## src/rtl/bpu_update_ctrl.sv

```systemverilog
// Update sequencer for the fetch-stage BHT/BTB: accepts branch resolutions, issues mispredict
// redirects, and drives the single table write port with RMW updates and init/flush sweeps.
module bpu_update_ctrl #(
  parameter int unsigned DATA_WIDTH   = 32,
  parameter int unsigned BHT_BTB_SIZE = 32,
  parameter int unsigned QDEPTH       = 4,
  localparam int unsigned ADDR_WIDTH  = $clog2(BHT_BTB_SIZE)
) (
  input  logic                  clk,
  input  logic                  arst_n,
  input  logic                  res_valid,
  output logic                  res_ready,
  input  logic [DATA_WIDTH-1:0] res_pc,
  input  logic                  res_taken,
  input  logic [DATA_WIDTH-1:0] res_target,
  input  logic                  res_pred_taken,
  input  logic [DATA_WIDTH-1:0] res_pred_pc,
  output logic                  redirect_valid,
  output logic [DATA_WIDTH-1:0] redirect_pc,
  input  logic                  flush_req,
  output logic                  flush_busy,
  input  logic                  wr_block,
  output logic [ADDR_WIDTH-1:0] rd_addr,
  input  logic                  rd_valid,
  input  logic [1:0]            rd_state,
  output logic                  wr_en,
  output logic [ADDR_WIDTH-1:0] wr_addr,
  output logic                  wr_valid,
  output logic [1:0]            wr_state,
  output logic                  wr_tgt_en,
  output logic [DATA_WIDTH-1:0] wr_target
);

  localparam int unsigned PW = $clog2(QDEPTH);
  localparam logic [DATA_WIDTH-1:0] InitTarget = DATA_WIDTH'(32'h8000_0000);

  typedef enum logic [1:0] {StInit, StRun, StFlush} state_e;

  state_e                state_q, state_d;
  logic [ADDR_WIDTH-1:0] sweep_q, sweep_d;
  logic [PW-1:0]         wptr_q, wptr_d, rptr_q, rptr_d;
  logic [PW:0]           count_q, count_d;

  logic [ADDR_WIDTH-1:0] q_idx   [QDEPTH];
  logic                  q_taken [QDEPTH];
  logic [DATA_WIDTH-1:0] q_tgt   [QDEPTH];

  logic                  redirect_valid_q, redirect_valid_d;
  logic [DATA_WIDTH-1:0] redirect_pc_q, redirect_pc_d;
  logic                  wr_en_q, wr_en_d, wr_valid_q, wr_valid_d, wr_tgt_en_q, wr_tgt_en_d;
  logic [ADDR_WIDTH-1:0] wr_addr_q, wr_addr_d;
  logic [1:0]            wr_state_q, wr_state_d;
  logic [DATA_WIDTH-1:0] wr_target_q, wr_target_d;

  logic                  run, full, empty, accept, pop, mispredict;
  logic [ADDR_WIDTH-1:0] head_idx;
  logic [1:0]            cur_state, upd_state;

  assign run        = (state_q == StRun);
  assign full       = (count_q == (PW+1)'(QDEPTH));
  assign empty      = (count_q == '0);
  assign res_ready  = run && !full;
  assign flush_busy = !run;
  // A flush request in RUN swallows the same-cycle accept and pop.
  assign accept     = res_valid && res_ready && !flush_req;
  assign pop        = run && !empty && !wr_block && !flush_req;
  assign mispredict = (res_taken != res_pred_taken) || (res_taken && (res_target != res_pred_pc));
  assign head_idx   = q_idx[rptr_q];
  assign rd_addr    = head_idx;

  // Forward the in-flight write so back-to-back updates of one entry accumulate.
  always_comb begin
    cur_state = 2'b01;
    if (wr_en_q && (wr_addr_q == head_idx)) begin
      cur_state = wr_state_q;
    end else if (rd_valid) begin
      cur_state = rd_state;
    end
    if (q_taken[rptr_q]) begin
      upd_state = (cur_state == 2'b11) ? 2'b11 : cur_state + 2'b01;
    end else begin
      upd_state = (cur_state == 2'b00) ? 2'b00 : cur_state - 2'b01;
    end
  end

  always_comb begin
    state_d     = state_q;
    sweep_d     = sweep_q;
    wr_en_d     = 1'b0;
    wr_addr_d   = '0;
    wr_valid_d  = 1'b0;
    wr_state_d  = 2'b00;
    wr_tgt_en_d = 1'b0;
    wr_target_d = '0;
    unique case (state_q)
      StInit, StFlush: begin
        wr_en_d     = 1'b1;
        wr_addr_d   = sweep_q;
        wr_state_d  = 2'b01;
        wr_tgt_en_d = 1'b1;
        wr_target_d = InitTarget;
        sweep_d     = sweep_q + ADDR_WIDTH'(1);
        if (sweep_q == ADDR_WIDTH'(BHT_BTB_SIZE - 1)) state_d = StRun;
      end
      StRun: begin
        if (flush_req) begin
          state_d = StFlush;
          sweep_d = '0;
        end else if (pop) begin
          wr_en_d     = 1'b1;
          wr_addr_d   = head_idx;
          wr_valid_d  = 1'b1;
          wr_state_d  = upd_state;
          wr_tgt_en_d = q_taken[rptr_q];
          wr_target_d = q_tgt[rptr_q];
        end
      end
      default: state_d = StInit;
    endcase
  end

  always_comb begin
    wptr_d  = wptr_q;
    rptr_d  = rptr_q;
    count_d = count_q;
    if (run && flush_req) begin
      wptr_d  = '0;
      rptr_d  = '0;
      count_d = '0;
    end else begin
      if (accept) wptr_d = wptr_q + PW'(1);
      if (pop)    rptr_d = rptr_q + PW'(1);
      case ({accept, pop})
        2'b10:   count_d = count_q + (PW+1)'(1);
        2'b01:   count_d = count_q - (PW+1)'(1);
        default: count_d = count_q;
      endcase
    end
  end

  always_comb begin
    redirect_valid_d = accept && mispredict;
    redirect_pc_d    = redirect_pc_q;
    if (accept && mispredict) begin
      redirect_pc_d = res_taken ? res_target : res_pc + DATA_WIDTH'(4);
    end
  end

  always_ff @(posedge clk or negedge arst_n) begin
    if (!arst_n) begin
      state_q          <= StInit;
      sweep_q          <= '0;
      wptr_q           <= '0;
      rptr_q           <= '0;
      count_q          <= '0;
      redirect_valid_q <= 1'b0;
      redirect_pc_q    <= '0;
      wr_en_q          <= 1'b0;
      wr_addr_q        <= '0;
      wr_valid_q       <= 1'b0;
      wr_state_q       <= 2'b00;
      wr_tgt_en_q      <= 1'b0;
      wr_target_q      <= '0;
    end else begin
      state_q          <= state_d;
      sweep_q          <= sweep_d;
      wptr_q           <= wptr_d;
      rptr_q           <= rptr_d;
      count_q          <= count_d;
      redirect_valid_q <= redirect_valid_d;
      redirect_pc_q    <= redirect_pc_d;
      wr_en_q          <= wr_en_d;
      wr_addr_q        <= wr_addr_d;
      wr_valid_q       <= wr_valid_d;
      wr_state_q       <= wr_state_d;
      wr_tgt_en_q      <= wr_tgt_en_d;
      wr_target_q      <= wr_target_d;
    end
  end

  always_ff @(posedge clk) begin
    if (accept) begin
      q_idx[wptr_q]   <= res_pc[ADDR_WIDTH+1:2];
      q_taken[wptr_q] <= res_taken;
      q_tgt[wptr_q]   <= res_target;
    end
  end

  assign redirect_valid = redirect_valid_q;
  assign redirect_pc    = redirect_pc_q;
  assign wr_en          = wr_en_q;
  assign wr_addr        = wr_addr_q;
  assign wr_valid       = wr_valid_q;
  assign wr_state       = wr_state_q;
  assign wr_tgt_en      = wr_tgt_en_q;
  assign wr_target      = wr_target_q;

endmodule

```

## config.mk

```make
export PLATFORM = sky130hd
export DESIGN_NAME = bpu_update_ctrl
export DESIGN_NICKNAME = d
export VERILOG_FILES = /design/src/rtl/bpu_update_ctrl.sv
export SDC_FILE = /design/constraint.sdc
export NUM_CORES = 1
export LEC_CHECK = 0
export BUFFER_PORTS_ARGS = -buffer_cell sky130_fd_sc_hd__clkbuf_2
export CAP_MARGIN = 15
export CORE_ASPECT_RATIO = 1.2
export CORE_MARGIN = 3
export CORE_UTILIZATION = 40
export DETAILED_ROUTE_END_ITERATION = 12
export PLACE_DENSITY = 0.58
export SLEW_MARGIN = 20
export SYNTH_ARGS = -nofsm -noshare
export SYNTH_HDL_FRONTEND = slang
export SYNTH_SLANG_ARGS = --single-unit
```

## constraint.sdc

```tcl
create_clock -name clk -period 7 [get_ports clk]
set_input_delay 1.4 -clock clk [delete_from_list [all_inputs] [get_ports clk]]
set_output_delay 1.4 -clock clk [all_outputs]
set_load 0.01 [all_outputs]
```

==> flow_metrics.tcl, run 1 <==
set metrics [dict create \
    status "finished, final reports clean" \
    synth_cell_type_count 50 \
    seq_power_share_pct 46.9 \
    wire_per_inst_um 21.0 \
    cts_buffers 25 \
    routed_wl_um 25400 \
    route.antenna.remaining_nets 0 \
    layout_common_cells "clkbuf_2 (186), edfxtp_1 (152), dfrtp_1 (87)" \
    reg2reg_depth 7 \
    cts.reportedPaths.clkPinSlew_ps 60 \
    p_sw_share_pct 26.1 \
    dr.pass1.iters 4 \
    min_path_type "flip-flop to flip-flop" \
    cap_violations 0 \
    comb_power_share_pct 16.9 \
    power.density_nw_per_um2 301 \
    place_inst 1162 \
    worstPathMaxFanout 20 \
    setup_slack_ps 3420 \
    holdBufCountCts 0 \
    ios 188 \
    min_period_over_period_pct 51.2 \
    slew_violations 0 \
    worstMarginPinSlew_ps 816 \
    gp_congestion 0.769 \
    finClkSkew_ps 9.13 \
    grt_pass1_wl_um 38900 \
    regToRegStartpoint "state_q[0]" \
    numPortBuffers 187 \
    post-cts-setup-buffers 0 \
    synth.avg_cell_area_um2 15.5 \
    hp-start "redirect_pc[0]" \
    synth_area_um2 10400 \
    drc_errors 0 \
    final_nets 978 \
    diodes 0 \
    core_area_um2 25100 \
    synthArstFlopShare_pct 36.9 \
    synth-seq-area-share_pct 65.5 \
    critPathLaunchType "flip-flop" \
    rows 63 \
    first_global_vias 6479 \
    vias 6185 \
    area_growth_pct 20.5 \
    drt_first_iter_violations 336 \
    ir_worst_vdd_mv 0.183 \
    final_common_cell "clkbuf_2" \
    crit_slowest_cell "dfrtp_2" \
    dp_slack_ps 2800 \
    numClockSinks 241 \
    p_clk_share_pct 36.1 \
    path_class "flip-flop to output port" \
    p_leak_nw 5.02 \
    h-tree-depth 1 \
    grt_antenna_before_repair 1 \
    synth_fp_nets 782 \
    setup_viol 0 \
    finalSetupTns_ps 0 \
    cts_resized 0 \
    finalNonFillerCells 1208 \
    placed_area_um2 11700 \
    path_cells "mux4_2 -> clkbuf_2" \
    hpwl_um 17200 \
    synthCells 668 \
    hold_violations 0 \
    ys_warn_count 0 \
    synth-edff-count 152 \
    grt_max_degree 52 \
    cp-end-kind "output port" \
    synth-main-ff-cell "edfxtp_1" \
    vias_per_cell 5.12 \
    cp-endpoint "rd_addr[1]" \
    initial_core_util_pct 41.3 \
    max_stage_delay_ps 840 \
    overflow 0 \
    grt_usage_pct 18.1 \
    cts_tree "done" \
    worst-r2r-setup-slack_ps 4070 \
    r2r_end "wr_state[0]" \
    cts_root_buffer "clkbuf_16" \
    slew-limit-headroom_pct 45.5 \
    power_switching_mw 0.982 \
    fp.dieH_um 182 \
    fmax_mhz 279 \
    min_period_ps 3580 \
    dieArea_um2 27900 \
    fin_area_um2 12500 \
    crit_required_ps 5600 \
    intPower_mw 2.78 \
    insertion_delay_ps 520 \
    die_x_um 153 \
    ys_ff_latch 241 \
    post_route_cells_drive_above_1_share_pct 35.0 \
    startpoint "rptr_q[0]" \
    cp.arrival_ps 2180 \
    rsz0062_at_grt "no" \
    clock_path_buffers 3 \
]
==> layer usage <==
metal  part of all wire (%)  up-vias  GRT usage [%]
met2                     50      168           31.1
met3                    4.7       38           3.20
met1                     43     3120           23.8
li1                       -     2857              -
met4                    2.2        2           4.96
met5                  0.035        -              0
==> worst min-delay path by stage <==
stage / endpoint / slack [ps] / depth (start not counted)
after floorplan: sweep_q[0] / 490 / 1
after global placement: redirect_pc[1] / 500 / 1
after detailed placement: redirect_pc[7] / 500 / 1
after CTS: redirect_pc[0] / 520 / 1
after global routing: redirect_pc[16] / 550 / 2
final: redirect_pc[0] / 510 / 1
==> cell usage after synthesis (6+ instances only) <==
| master | number | area (um2) |
|---|---|---|
| buf_2 | 6 | 30.0 |
| nand2_1 | 46 | 173 |
| nor3_1 | 9 | 45.0 |
| mux2i_1 | 20 | 200 |
| inv_1 | 26 | 97.6 |
| mux4_2 | 35 | 788 |
| mux2_2 | 8 | 90.1 |
| nor4_1 | 7 | 43.8 |
| nand3_1 | 12 | 60.1 |
| mux2_4 | 20 | 300 |
| ha_1 | 7 | 87.6 |
| clkbuf_1 | 11 | 41.3 |
| and3_1 | 6 | 37.5 |
| nor2_1 | 11 | 41.3 |
| and2_1 | 37 | 231 |
| nand4_1 | 12 | 75.1 |
| o21ai_0 | 31 | 155 |
| xnor2_1 | 26 | 228 |
| dfrtp_1 | 89 | 2230 |
| xor2_1 | 44 | 385 |
| and4_1 | 7 | 61.3 |
| edfxtp_1 | 152 | 4560 |
==> power groups by stage <==
| stage | logic [mW] | registers, mW | clock network (mW) |
|---|---|---|---|
| finish | 0.638 | 1.77 | 1.36 |
| CTS | 0.649 | 1.77 | 1.39 |
| global placement | 0.636 | 1.80 | 0 |
| detailed placement | 0.647 | 1.79 | 0 |
| global route | 0.705 | 1.78 | 1.45 |
| floorplan | 0.406 | 1.77 | 0 |
==> flip-flops by register name, summed over array words and instances, names as in the netlist <==
signal and cells:
wr_state 2, sweep_q 5, q_tgt 128, wptr_q 2, q_idx 20, wr_addr 5, wr_en 1, rptr_q 2
count_q 3, state_q 2, wr_valid 1, redirect_valid 1, q_taken 4, wr_target 32, wr_tgt_en 1, redirect_pc 32
==> worst max-delay path: cells and delay by family (launching register included) <==
kind | cells | cell delay, ps
DFF | 1 | 840
muxes | 1 | 650
buffers and inverters | 1 | 160
==> final cells by class <==
| cell class | instances | area, um2 |
|---|---|---|
| clock buffers | 32 | 662 |
| multi-input cells | 373 | 3350 |
| clock inverters | 14 | 181 |
| repair buffers | 196 | 1010 |
| fillers | 2231 | 12600 |
| well taps | 325 | 407 |
| inverters | 27 | 101 |
| flip-flops and latches | 241 | 6790 |
==> metrics by stage <==
stage / hold WS (ps) / utilization (%) / total power [mW]
2_1_floorplan: 495 / - / 2.18
3_3_place_gp: 500 / 46.4 / 2.43
3_5_place_dp: 502 / 46.4 / 2.44
4_1_cts: 517 / 49.7 / 3.81
5_1_grt: 546 / 49.7 / 3.94
6_report: 513 / 49.7 / 3.76
==> cells by family (layout without fill, tap and decap cells) <==
kind of cell | Yosys count | in the layout | share of synthesized area [%]
adder cells (fa/ha/maj) | 9 | 9 | 1.13
buffers and inverters | 54 | 269 | 2.38
multiplexers | 86 | 86 | 14.0
flip-flops | 241 | 241 | 65.5
AND/OR/NAND/NOR | 157 | 157 | 8.24
XOR/XNOR | 70 | 70 | 5.91
AO/OA/AOI/OAI | 51 | 51 | 2.83
Power figures use the tool's default switching activity.
==> run 2, diff against run 1 <==
clock period = 3.7 ns   (was 7 ns; I/O delays follow)
==> run 2 against run 1 <==
Compared with the run above:
- wire length down 0.15%
- critical path type unchanged
- design area about the same
- register-to-register slack worse by 2800 ps
- global-route usage up 0.052 points
- worst setup slack worse by 2600 ps
- sequential power up 86%
- largest power group unchanged
- critical path depth up 1
- sequential share of layout area about the same
- clock skew down 2.1 ps
- first-iteration DRC count down 0.30%
==> flow_metrics.tcl, run 2 (synthesis results as in run 1) <==
set metrics [dict create \
    min_path_type "input pin to async pin" \
    cts.reportedPaths.clkPinSlew_ps 70 \
    die_x_um 153 \
    area_growth_pct 20.5 \
    comb_power_share_pct 18.4 \
    ios 188 \
    rows 63 \
    slew-limit-headroom_pct 54.4 \
    cp.arrival_ps 2100 \
    clock_path_buffers 3 \
    dieArea_um2 27900 \
    worst-r2r-setup-slack_ps 1290 \
    path_class "flip-flop to output port" \
    gp_congestion 0.822 \
    rsz0062_at_grt "no" \
    post-cts-setup-buffers 0 \
    layout_common_cells "clkbuf_2 (186), edfxtp_1 (152), dfrtp_1 (87)" \
    cts_resized 0 \
    drt_first_iter_violations 335 \
    numPortBuffers 187 \
    fin_hold_ws_ps 234 \
    overflow 0 \
    grt_antenna_before_repair 3 \
    holdBufCountCts 0 \
    numClockSinks 241 \
    reg2reg_depth 6 \
    vias 6186 \
    grt_usage_pct 18.2 \
    ir_worst_vdd_mv 0.380 \
    crit_required_ps 2960 \
    finalSetupTns_ps 0 \
    routed.top_layer "met5" \
    final_nets 982 \
    wl_met1_um 10400 \
    regToRegStartpoint "state_q[0]" \
    cts_buffers 24 \
    intPower_mw 4.98 \
    drc_errors 0 \
    finalNonFillerCells 1211 \
    min_period_over_period_pct 76.7 \
    initial_core_util_pct 41.3 \
    insertion_delay_ps 510 \
    r2r_end "count_q[1]" \
    min_period_ps 2840 \
    grt_max_degree 50 \
    dr.pass1.iters 4 \
    worstPathMaxFanout 30 \
    fp.dieH_um 182 \
    first_global_vias 6386 \
    route.antenna.remaining_nets 0 \
    hold_violations 0 \
    power_switching_mw 1.85 \
    post_route_cells_drive_above_1_share_pct 35.3 \
    cp-end-kind "output port" \
    finish.utilization_pct 49.7 \
    critPathLaunchType "flip-flop" \
    grt_pass1_wl_um 39100 \
    wire_per_inst_um 20.9 \
    dr_wl_met2_um 12600 \
    finClkSkew_ps 7.04 \
    h-tree-depth 1 \
    p_leak_nw 5.03 \
    status "finished, final reports clean" \
    power.density_nw_per_um2 546 \
    place_inst 1167 \
    worstMarginPinSlew_ps 678 \
    fmax_mhz 352 \
    final_common_cell "clkbuf_2" \
    cts_root_buffer "clkbuf_16" \
    met3_length_um 1500 \
    seq_power_share_pct 48.3 \
    p_clk_share_pct 33.3 \
    vias_per_cell 5.11 \
    core_area_um2 25100 \
    cts_tree "done" \
    cap_violations 0 \
    slew_violations 0 \
    p_sw_share_pct 27.1 \
    hpwl_um 17600 \
    largest_reg_flops 128 \
    routed_wl_um 25400 \
    top_register "q_tgt" \
    setup_viol 0 \
]
[run 2: cell count changes in the layout (fill, tap and decap cells not counted), moves of 2 or more]
cell,before,now
bufinv_16,4,0
clkinv_2,3,7
clkinv_1,2,4
buf_12,0,6
clkbuf_1,6,3
clkinvlp_4,4,1
[run 2: layout make-up]
class	instances	area, um2
repair buffers	201	1120
clock inverters	14	75.1
diodes	1	2.50
inverters	27	101
clock buffers	29	651
well taps	325	407
multi-input cells	373	3350
flip-flops and latches	241	6790
fillers	2208	12600
[run 2: worst max path at each step]
stage / endpoint / slack (ps) / startpoint / cells after the start
detailed placement: redirect_pc[3] / 380 / res_target[1] / 9
global route: rd_addr[0] / 740 / rptr_q[1] / 3
finish: rd_addr[0] / 860 / rptr_q[1] / 3
global placement: redirect_pc[19] / 430 / res_target[1] / 9
CTS: rd_addr[0] / 780 / rptr_q[1] / 3
floorplan: q_idx[0][0] / 990 / flush_req / 3
[run 2: through the flow]
step / total power, mW / area, um2 / setup slack (ps)
5_1_grt: 7.16 / 12500 / 745
4_1_cts: 6.92 / 12500 / 782
3_3_place_gp: 4.61 / 11800 / 430
2_1_floorplan: 4.12 / 10400 / 985
6_report: 6.83 / 12500 / 861
3_5_place_dp: 4.63 / 11800 / 378
[run 2: critical path, stage by stage, from the launching register on]
cell and delay [ps]:
dfrtp_2 520, buf_4 480, mux4_2 430, clkbuf_2 160
[run 2: metal layers]
| layer | vias up | track usage, % |
|---|---|---|
| li1 | 2871 | - |
| met1 | 3079 | 23.5 |
| met2 | 183 | 30.5 |
| met3 | 49 | 4.10 |
| met4 | 4 | 6.06 |
| met5 | - | 0 |
[run 2: power groups by stage]
stage | Sequential, mW | Combinational, mW | Clock (mW)
3_5_place_dp | 3.35 | 1.28 | 0
2_1_floorplan | 3.35 | 0.767 | 0
4_1_cts | 3.30 | 1.28 | 2.34
3_3_place_gp | 3.36 | 1.25 | 0
6_report | 3.30 | 1.25 | 2.27
5_1_grt | 3.33 | 1.38 | 2.45
